`src/rtl/stream_resize.sv`:
```
`default_nettype none
// ============================================================================
// Module      : stream_resize
// Description : Streaming integer-factor image resizer for raster-order pixel
//               streams. Downscale averages FACTOR x FACTOR blocks through a
//               single line of accumulators. Upscale replicates pixels with
//               nearest-neighbour sampling from a one-row line buffer.
// Revision    : 1.0 - initial release
// ----------------------------------------------------------------------------
// Ports
//   clk        in   1      clock, all logic on the rising edge
//   rst        in   1      synchronous active-high reset
//   start      in   1      one-cycle frame request, accepted only in IDLE
//   scale      in   1      1 = upscale, 0 = downscale; sampled with start
//   in_valid   in   1      input pixel valid
//   in_data    in   PIX_W  input pixel
//   in_ready   out  1      input pixel accepted when in_valid && in_ready
//   out_valid  out  1      output pixel valid
//   out_data   out  PIX_W  output pixel
//   out_ready  in   1      downstream ready
//   out_last   out  1      marks the final output pixel of a frame
//   busy       out  1      frame in progress
//   finish     out  1      one-cycle pulse after the last output handshake
// ============================================================================
module stream_resize #(
    parameter int PIX_W  = 8,
    parameter int IMG_W  = 410,
    parameter int IMG_H  = 361,
    parameter int FACTOR = 3
) (
    input  logic             clk,
    input  logic             rst,
    input  logic             start,
    input  logic             scale,
    input  logic             in_valid,
    input  logic [PIX_W-1:0] in_data,
    output logic             in_ready,
    output logic             out_valid,
    output logic [PIX_W-1:0] out_data,
    input  logic             out_ready,
    output logic             out_last,
    output logic             busy,
    output logic             finish
);

    // ------------------------------------------------------------------------
    // Derived sizes
    // ------------------------------------------------------------------------
    localparam int c_OW    = IMG_W / FACTOR;
    localparam int c_OH    = IMG_H / FACTOR;
    localparam int c_FF    = FACTOR * FACTOR;
    localparam int c_ACC_W = PIX_W + $clog2(c_FF);
    localparam int c_XW    = (IMG_W > 1) ? $clog2(IMG_W) : 1;
    localparam int c_YW    = (IMG_H > 1) ? $clog2(IMG_H) : 1;
    localparam int c_FW    = $clog2(FACTOR);
    // Block indices must also hold the value OW/OH, which marks the
    // trailing partial block column/row that is discarded.
    localparam int c_BXW   = $clog2(c_OW + 1);
    localparam int c_BYW   = $clog2(c_OH + 1);
    localparam int c_AIW   = (c_OW > 1) ? $clog2(c_OW) : 1;

    localparam logic [c_XW-1:0]    c_W_MAX  = c_XW'(IMG_W - 1);
    localparam logic [c_YW-1:0]    c_H_MAX  = c_YW'(IMG_H - 1);
    localparam logic [c_FW-1:0]    c_F_MAX  = c_FW'(FACTOR - 1);
    localparam logic [c_BXW-1:0]   c_OW_V   = c_BXW'(c_OW);
    localparam logic [c_BXW-1:0]   c_OW_M1  = c_BXW'(c_OW - 1);
    localparam logic [c_BYW-1:0]   c_OH_V   = c_BYW'(c_OH);
    localparam logic [c_BYW-1:0]   c_OH_M1  = c_BYW'(c_OH - 1);
    localparam logic [c_ACC_W-1:0] c_FF_V   = c_ACC_W'(c_FF);

    // ------------------------------------------------------------------------
    // State machine encoding
    // ------------------------------------------------------------------------
    typedef enum logic [2:0] {
        S_IDLE    = 3'd0,
        S_DOWN    = 3'd1,
        S_UP_LOAD = 3'd2,
        S_UP_EMIT = 3'd3,
        S_DONE    = 3'd4
    } state_t;

    state_t              r_state;

    // Registered outputs
    logic                r_out_valid;
    logic [PIX_W-1:0]    r_out_data;
    logic                r_out_last;
    logic                r_busy;
    logic                r_finish;

    // Input raster position (shared by both modes)
    logic [c_XW-1:0]     r_col;
    logic [c_YW-1:0]     r_row;
    // Downscale: position inside the block and block index
    logic [c_FW-1:0]     r_fc;
    logic [c_FW-1:0]     r_fr;
    logic [c_BXW-1:0]    r_bx;
    logic [c_BYW-1:0]    r_by;
    logic                r_in_done;
    logic                r_out_done;
    // Upscale: replay position in the line buffer
    logic [c_XW-1:0]     r_ex;
    logic [c_FW-1:0]     r_sc;
    logic [c_FW-1:0]     r_sr;

    // Storage (no reset: first-pixel overwrite makes old contents harmless)
    logic [c_ACC_W-1:0]  r_acc  [c_OW];
    logic [PIX_W-1:0]    r_line [IMG_W];

    // ------------------------------------------------------------------------
    // Combinational helpers
    // ------------------------------------------------------------------------
    logic                w_in_ready;
    logic                w_in_fire;
    logic                w_out_fire;
    logic                w_col_wrap;
    logic                w_row_wrap;
    logic                w_fc_wrap;
    logic                w_fr_wrap;
    logic                w_in_region;
    logic                w_blk_first;
    logic                w_blk_last;
    logic                w_frame_last;
    logic [c_AIW-1:0]    w_acc_idx;
    logic [c_ACC_W-1:0]  w_sum;
    logic [PIX_W-1:0]    w_avg;
    logic                w_in_done_nx;
    logic                w_out_done_nx;
    logic                w_sc_wrap;
    logic                w_ex_wrap;
    logic                w_sr_wrap;
    logic                w_row_end;
    logic [c_FW-1:0]     w_sc_nx;
    logic [c_XW-1:0]     w_ex_nx;
    logic [c_FW-1:0]     w_sr_nx;
    logic                w_emit_last;

    // Downscale accepts only when the single output register is free or
    // being drained this cycle, so no result is ever overwritten.
    assign w_in_ready = ((r_state == S_DOWN) && !r_in_done && (!r_out_valid || out_ready))
                      || (r_state == S_UP_LOAD);
    assign w_in_fire  = in_valid && w_in_ready;
    assign w_out_fire = r_out_valid && out_ready;

    assign w_col_wrap = (r_col == c_W_MAX);
    assign w_row_wrap = (r_row == c_H_MAX);
    assign w_fc_wrap  = (r_fc == c_F_MAX);
    assign w_fr_wrap  = (r_fr == c_F_MAX);

    assign w_in_region  = (r_bx < c_OW_V) && (r_by < c_OH_V);
    assign w_blk_first  = (r_fc == '0) && (r_fr == '0);
    assign w_blk_last   = w_fc_wrap && w_fr_wrap;
    assign w_frame_last = (r_bx == c_OW_M1) && (r_by == c_OH_M1);

    // Out-of-region block indices truncate here but are never written.
    assign w_acc_idx = c_AIW'(r_bx);
    assign w_sum     = r_acc[w_acc_idx] + c_ACC_W'(in_data);
    assign w_avg     = PIX_W'(w_sum / c_FF_V);

    assign w_in_done_nx  = r_in_done  || (w_in_fire && w_col_wrap && w_row_wrap);
    assign w_out_done_nx = r_out_done || (w_out_fire && r_out_last);

    // Upscale replay order: sub-column fastest, then buffer column, then
    // sub-row.
    assign w_sc_wrap = (r_sc == c_F_MAX);
    assign w_ex_wrap = (r_ex == c_W_MAX);
    assign w_sr_wrap = (r_sr == c_F_MAX);
    assign w_row_end = w_sc_wrap && w_ex_wrap && w_sr_wrap;

    assign w_sc_nx = w_sc_wrap ? '0 : r_sc + 1'b1;
    assign w_ex_nx = w_sc_wrap ? (w_ex_wrap ? '0 : r_ex + 1'b1) : r_ex;
    assign w_sr_nx = (w_sc_wrap && w_ex_wrap) ? (w_sr_wrap ? '0 : r_sr + 1'b1) : r_sr;

    assign w_emit_last = (r_row == c_H_MAX) && (w_sr_nx == c_F_MAX)
                      && (w_ex_nx == c_W_MAX) && (w_sc_nx == c_F_MAX);

    // ------------------------------------------------------------------------
    // Control FSM with registered outputs
    // ------------------------------------------------------------------------
    always_ff @(posedge clk) begin
        if (rst) begin
            r_state     <= S_IDLE;
            r_out_valid <= 1'b0;
            r_out_data  <= '0;
            r_out_last  <= 1'b0;
            r_busy      <= 1'b0;
            r_finish    <= 1'b0;
            r_col       <= '0;
            r_row       <= '0;
            r_fc        <= '0;
            r_fr        <= '0;
            r_bx        <= '0;
            r_by        <= '0;
            r_in_done   <= 1'b0;
            r_out_done  <= 1'b0;
            r_ex        <= '0;
            r_sc        <= '0;
            r_sr        <= '0;
        end else begin
            r_finish <= 1'b0;
            case (r_state)
                S_IDLE: begin
                    if (start) begin
                        r_busy     <= 1'b1;
                        r_col      <= '0;
                        r_row      <= '0;
                        r_fc       <= '0;
                        r_fr       <= '0;
                        r_bx       <= '0;
                        r_by       <= '0;
                        r_in_done  <= 1'b0;
                        r_out_done <= 1'b0;
                        r_ex       <= '0;
                        r_sc       <= '0;
                        r_sr       <= '0;
                        r_state    <= scale ? S_UP_LOAD : S_DOWN;
                    end
                end

                S_DOWN: begin
                    // Drain first; a same-cycle new result below overrides.
                    if (w_out_fire) begin
                        r_out_valid <= 1'b0;
                        r_out_last  <= 1'b0;
                    end
                    if (w_in_fire) begin
                        if (w_in_region && w_blk_last) begin
                            r_out_valid <= 1'b1;
                            r_out_data  <= w_avg;
                            r_out_last  <= w_frame_last;
                        end
                        if (w_col_wrap) begin
                            r_col <= '0;
                            r_fc  <= '0;
                            r_bx  <= '0;
                            if (w_row_wrap) begin
                                r_row <= '0;
                                r_fr  <= '0;
                                r_by  <= '0;
                            end else begin
                                r_row <= r_row + 1'b1;
                                if (w_fr_wrap) begin
                                    r_fr <= '0;
                                    r_by <= r_by + 1'b1;
                                end else begin
                                    r_fr <= r_fr + 1'b1;
                                end
                            end
                        end else begin
                            r_col <= r_col + 1'b1;
                            if (w_fc_wrap) begin
                                r_fc <= '0;
                                r_bx <= r_bx + 1'b1;
                            end else begin
                                r_fc <= r_fc + 1'b1;
                            end
                        end
                    end
                    r_in_done  <= w_in_done_nx;
                    r_out_done <= w_out_done_nx;
                    // Trailing discarded pixels may arrive after the last
                    // output, so both conditions gate completion.
                    if (w_in_done_nx && w_out_done_nx) begin
                        r_state  <= S_DONE;
                        r_busy   <= 1'b0;
                        r_finish <= 1'b1;
                    end
                end

                S_UP_LOAD: begin
                    if (w_in_fire) begin
                        if (w_col_wrap) begin
                            r_col       <= '0;
                            r_ex        <= '0;
                            r_sc        <= '0;
                            r_sr        <= '0;
                            r_state     <= S_UP_EMIT;
                            r_out_valid <= 1'b1;
                            r_out_last  <= 1'b0;
                            // Column 0 is being written this cycle only for a
                            // single-pixel row.
                            r_out_data  <= (r_col == '0) ? in_data : r_line[0];
                        end else begin
                            r_col <= r_col + 1'b1;
                        end
                    end
                end

                S_UP_EMIT: begin
                    if (w_out_fire) begin
                        r_sc <= w_sc_nx;
                        r_ex <= w_ex_nx;
                        r_sr <= w_sr_nx;
                        if (w_row_end) begin
                            r_out_valid <= 1'b0;
                            r_out_last  <= 1'b0;
                            if (w_row_wrap) begin
                                r_row    <= '0;
                                r_state  <= S_DONE;
                                r_busy   <= 1'b0;
                                r_finish <= 1'b1;
                            end else begin
                                r_row   <= r_row + 1'b1;
                                r_state <= S_UP_LOAD;
                            end
                        end else begin
                            r_out_data <= r_line[w_ex_nx];
                            r_out_last <= w_emit_last;
                        end
                    end
                end

                S_DONE: begin
                    r_state <= S_IDLE;
                end

                default: begin
                    r_state <= S_IDLE;
                end
            endcase
        end
    end

    // ------------------------------------------------------------------------
    // Accumulator line: first pixel of a block overwrites, the rest add
    // ------------------------------------------------------------------------
    always_ff @(posedge clk) begin
        if ((r_state == S_DOWN) && w_in_fire && w_in_region) begin
            r_acc[w_acc_idx] <= w_blk_first ? c_ACC_W'(in_data) : w_sum;
        end
    end

    // ------------------------------------------------------------------------
    // Upscale line buffer
    // ------------------------------------------------------------------------
    always_ff @(posedge clk) begin
        if ((r_state == S_UP_LOAD) && in_valid) begin
            r_line[r_col] <= in_data;
        end
    end

    assign in_ready  = w_in_ready;
    assign out_valid = r_out_valid;
    assign out_data  = r_out_data;
    assign out_last  = r_out_last;
    assign busy      = r_busy;
    assign finish    = r_finish;

endmodule
`default_nettype wire
```
`config.mk`:
```
export PLATFORM = sky130hd
export DESIGN_NAME = stream_resize
export DESIGN_NICKNAME = d
export VERILOG_FILES = /design/src/rtl/stream_resize.sv
export SDC_FILE = /design/constraint.sdc
export NUM_CORES = 2
export LEC_CHECK = 0
export CAP_MARGIN = 20
export CORE_MARGIN = 2
export CORE_UTILIZATION = 70
export CTS_BUF_LIST = sky130_fd_sc_hd__clkbuf_2
export DETAILED_ROUTE_END_ITERATION = 10
export PLACE_DENSITY_LB_ADDON = 0.08
export REMOVE_ABC_BUFFERS = 1
export SETUP_SLACK_MARGIN = 0.2
export SYNTH_ARGS = -nofsm -noshare
export SYNTH_HDL_FRONTEND = slang
export SYNTH_MEMORY_MAX_BITS = 65536
export SYNTH_SLANG_ARGS = --single-unit
```
`constraint.sdc`:
```
create_clock -name clk -period 34 [get_ports clk]
set_input_delay 3.4 -clock clk [delete_from_list [all_inputs] [get_ports clk]]
set_output_delay 3.4 -clock clk [all_outputs]
set_load 0.01 [all_outputs]
```
==> results_dict.tcl <==
set metrics [dict create \
    grt_start_max_net_pins 200 \
    netlist.top_cell.by_area "sky130_fd_sc_hd__edfxtp_1" \
    yosysTopAreaCellShare_pct 75.1 \
    timing_worst_slew_pin_value_ps 1380 \
    async_reset_ff_share_pct 0 \
    floorplan.io_pins 27 \
    post-cts-setup-buffers 0 \
    hold_viol 0 \
    grt-ovfl-total 0 \
    num-nets-final 10841 \
    max_cap_viol_count 0 \
    power.density_cell_area_nw_per_um2 53.2 \
    vias_in_the_first_global_route 106433 \
    initial_utilization_pct 70.3 \
    clock_input_transition_at_the_sequential_cells_of_the_worst_setup_and_hold_paths_ps 100 \
    critPathSlowestCell "sky130_fd_sc_hd__buf_4" \
    fp.dieArea_um2 285000 \
    cts_tree "yes" \
    globalplace.congestion 0.882 \
    core_footprint_um2 279000 \
    finish.utilization_pct 75.9 \
    clkLatencyLatePin_ps 2310 \
    wire_per_inst_um 31.8 \
    total_number_of_h_tree_levels 7 \
    detail_route.vias_per_cell 6.90 \
    timing.critical_path.max_delay_family "compound AO/OA/AOI/OAI gates" \
    ys_dominant_reg_cell "sky130_fd_sc_hd__edfxtp_1" \
    regArea_um2 149000 \
    detailroute.via_count 105740 \
    synth-compound-area-share_pct 2.23 \
    post_synth_mux_area_share_pct 15.4 \
    synth.yosys.seq_area_share_pct 75.9 \
    ys_ff_latch 4987 \
    dp_hpwl_um 278000 \
    timing.critical_path.slowest_cell_delay_ps 780 \
    setup-violations-final 0 \
    worst_r2r_path_depth 40 \
    syn_avg_cell_area_um2 19.8 \
    min_delay_path_depth 2 \
    multi_input_comb_area_um2 45300 \
    ctsResizeCount 0 \
    worst_setup_path_start_kind "flip-flop" \
    cts-hold-fix-buffers 0 \
    run_status "completed" \
    detailedRoute.firstPassIterationCount 6 \
    cellLeakagePower_nw 66.7 \
    rr_endpoint "out_data[0]$_SDFFE_PP0P_" \
    cts-buffers-inserted 1246 \
    irDropWorstVdd_uv 41.7 \
    detail-route-antenna-nets 0 \
    synth_top_family_by_area "multiplexers" \
    syn_inst 9921 \
    path_max_fanout 44 \
    die_w_um 534 \
    relSlewSlack_pct 7.70 \
    setup.reg_to_reg.worst_slack_ps 20090 \
    synth_cell_types 100 \
    yosys.area_share.adder_pct 0.163 \
    hold-path-endpoint "r_out_done$_SDFFE_PP0P_" \
    cp-end-kind "flip-flop" \
    period_needed_ps 13910 \
    post_route_cells_drive_above_1_share_pct 30.2 \
    post_synth_xor_area_fraction_pct 0.205 \
    number_of_remaining_drc_errors 0 \
    post_synth_and_or_nand_nor_area_fraction_pct 4.82 \
    hold_slack_ps 472 \
    synth_top_cells_by_area "sky130_fd_sc_hd__edfxtp_1 75%, sky130_fd_sc_hd__mux4_2 15%, sky130_fd_sc_hd__nand2_1 1.9%" \
    hold_path_startpoint "r_out_done$_SDFFE_PP0P_" \
    groute.usage.overall_pct 34.8 \
    placementRows 194 \
    critical_path_buf_inv_count 5 \
    synthToLayoutAreaGrowth_pct 7.92 \
    maximum_clock_skew_at_final_layout_ps 194 \
    ctsRootBufferMaster "sky130_fd_sc_hd__clkbuf_2" \
    final.fill_count 15669 \
    worstPathRequired_ps 36170 \
    unrepaired_setup_endpoints_after_global_routing "false" \
    synth_edf_count 4912 \
    sum_of_routed_wire_length_over_all_layers_um 487000 \
    worst-endpoint-arrival_ps 16080 \
    timing.setup.critical_path_class "reg -> reg" \
    clockBufferDepth 5 \
    drtIter0Drc 15418 \
    report.power.total_mw 11.3 \
    die_height_um 534 \
    initial_antenna_violation_count 14 \
    portBuffers 26 \
    post_synthesis_instance_area_um2 196000 \
    cts.sink_count 4987 \
    synth.yosys.warnings 0 \
    finalMaxSlewViolations 0 \
    min-delay-path-class "reg -> reg" \
    timing_limited_maximum_frequency_mhz 71.9 \
    grt_pass1_wl_um 706000 \
    final.period_utilization_pct 40.9 \
]
[cell families after synthesis]
logic type	Yosys count
DFF	4987
adders and majority gates	25
muxes	1415
buffers and inverters	629
and+or+nand+nor	2219
AOI/OAI and AO/OA	600
xor gates and xnor gates	46
[state kept, by name, summed over array words and instances, names as in the netlist, 3 cells and up, named ones only]
name      count
out_data      8
r_acc      1632
r_bx          8
r_by          7
r_col         9
r_ex          9
r_line     3280
r_row         9
r_state       3
[final cells by class]
cell class | instances | share of cell area, %
sequential | 4987 | 70.3
multi-input combinational | 4305 | 21.4
antenna | 16 | 0.0189
clock buffer | 1756 | 4.15
tap | 3724 | 2.20
clock inverter | 271 | 0.801
inverter | 20 | 0.0354
timing repair buffer | 243 | 1.08
[synth_stat cells, drive strengths merged, types with 8 or more instances]
| library cell | n |
|---|---|
| edfxtp | 4912 |
| mux4 | 1274 |
| nand2 | 1000 |
| nor2 | 662 |
| clkbuf | 405 |
| nand3 | 247 |
| buf | 204 |
| a311oi | 163 |
| a21oi | 138 |
| mux2i | 136 |
| and3 | 124 |
| dfxtp | 75 |
| a31oi | 71 |
| a22oi | 45 |
| nor3 | 41 |
| nor2b | 38 |
| o21ai | 38 |
| a211oi | 27 |
| nand2b | 24 |
| nand4 | 24 |
| xor2 | 24 |
| ha | 23 |
| xnor2 | 22 |
| inv | 20 |
| nor4 | 12 |
| o21a | 10 |
| o22ai | 10 |
| and2 | 9 |
| o221ai | 9 |
| or3 | 9 |
| or4 | 8 |
[layer usage]
metal / up-vias / global-route usage (%) / part of all wire [%]
met4: 6 / 14.1 / 3.6
met1: 54277 / 48.8 / 36
met2: 7547 / 53.4 / 49
li1: 42943 / - / -
met5: - / 0.250 / 0.024
met3: 967 / 9.36 / 12
[power by group]
group	leakage, nW	total (mW)	internal, mW	switching [mW]
logic	13.7	0.544	0.130	0.414
registers	44.9	6.88	6.87	0.0177
clock network	8.11	3.84	1.55	2.30
total	66.7	11.3	8.54	2.73
[stage by stage]
stage | instances | TNS, ps | instance area (um^2) | setup WS [ps]
after floorplan | 9312 | -271680 | 194000 | -34020
after global routing | 15315 | 0 | 212000 | 19010
after detailed placement | 13266 | 0 | 201000 | 20000
after global placement | 13266 | 0 | 201000 | 19870
after CTS | 15293 | 0 | 212000 | 19990
final | 15322 | 0 | 212000 | 20090
[placed cells by master, fill, tap and decap left out, drive strengths merged, types with 41 or more instances in the layout]
master,instances
mux4,1274
buf,223
a311oi,163
a22oi,45
clkinv,230
nor3,41
edfxtp,4912
nand2,1000
mux2i,136
dfxtp,75
and3,124
a21oi,138
a31oi,71
clkbuf,1759
nand3,247
nor2,662
[worst max path at each step]
stage	startpoint	endpoint	cells after the start
3_5_place_dp	flip-flop	out_data[0]$_SDFFE_PP0P_	40
6_report	flip-flop	out_data[0]$_SDFFE_PP0P_	40
2_1_floorplan	r_ex[1]$_SDFFE_PP0P_	out_data[0]$_SDFFE_PP0P_	17
4_1_cts	flip-flop	out_data[0]$_SDFFE_PP0P_	40
3_3_place_gp	flip-flop	out_data[0]$_SDFFE_PP0P_	39
5_1_grt	flip-flop	out_data[0]$_SDFFE_PP0P_	39
[worst min-delay path, stage by stage (launching register included)]
cell                      delay (ps)
sky130_fd_sc_hd__dfxtp_1         330
sky130_fd_sc_hd__nand2_1          50
sky130_fd_sc_hd__a21oi_1          50
(Power assumes the default switching activity.)
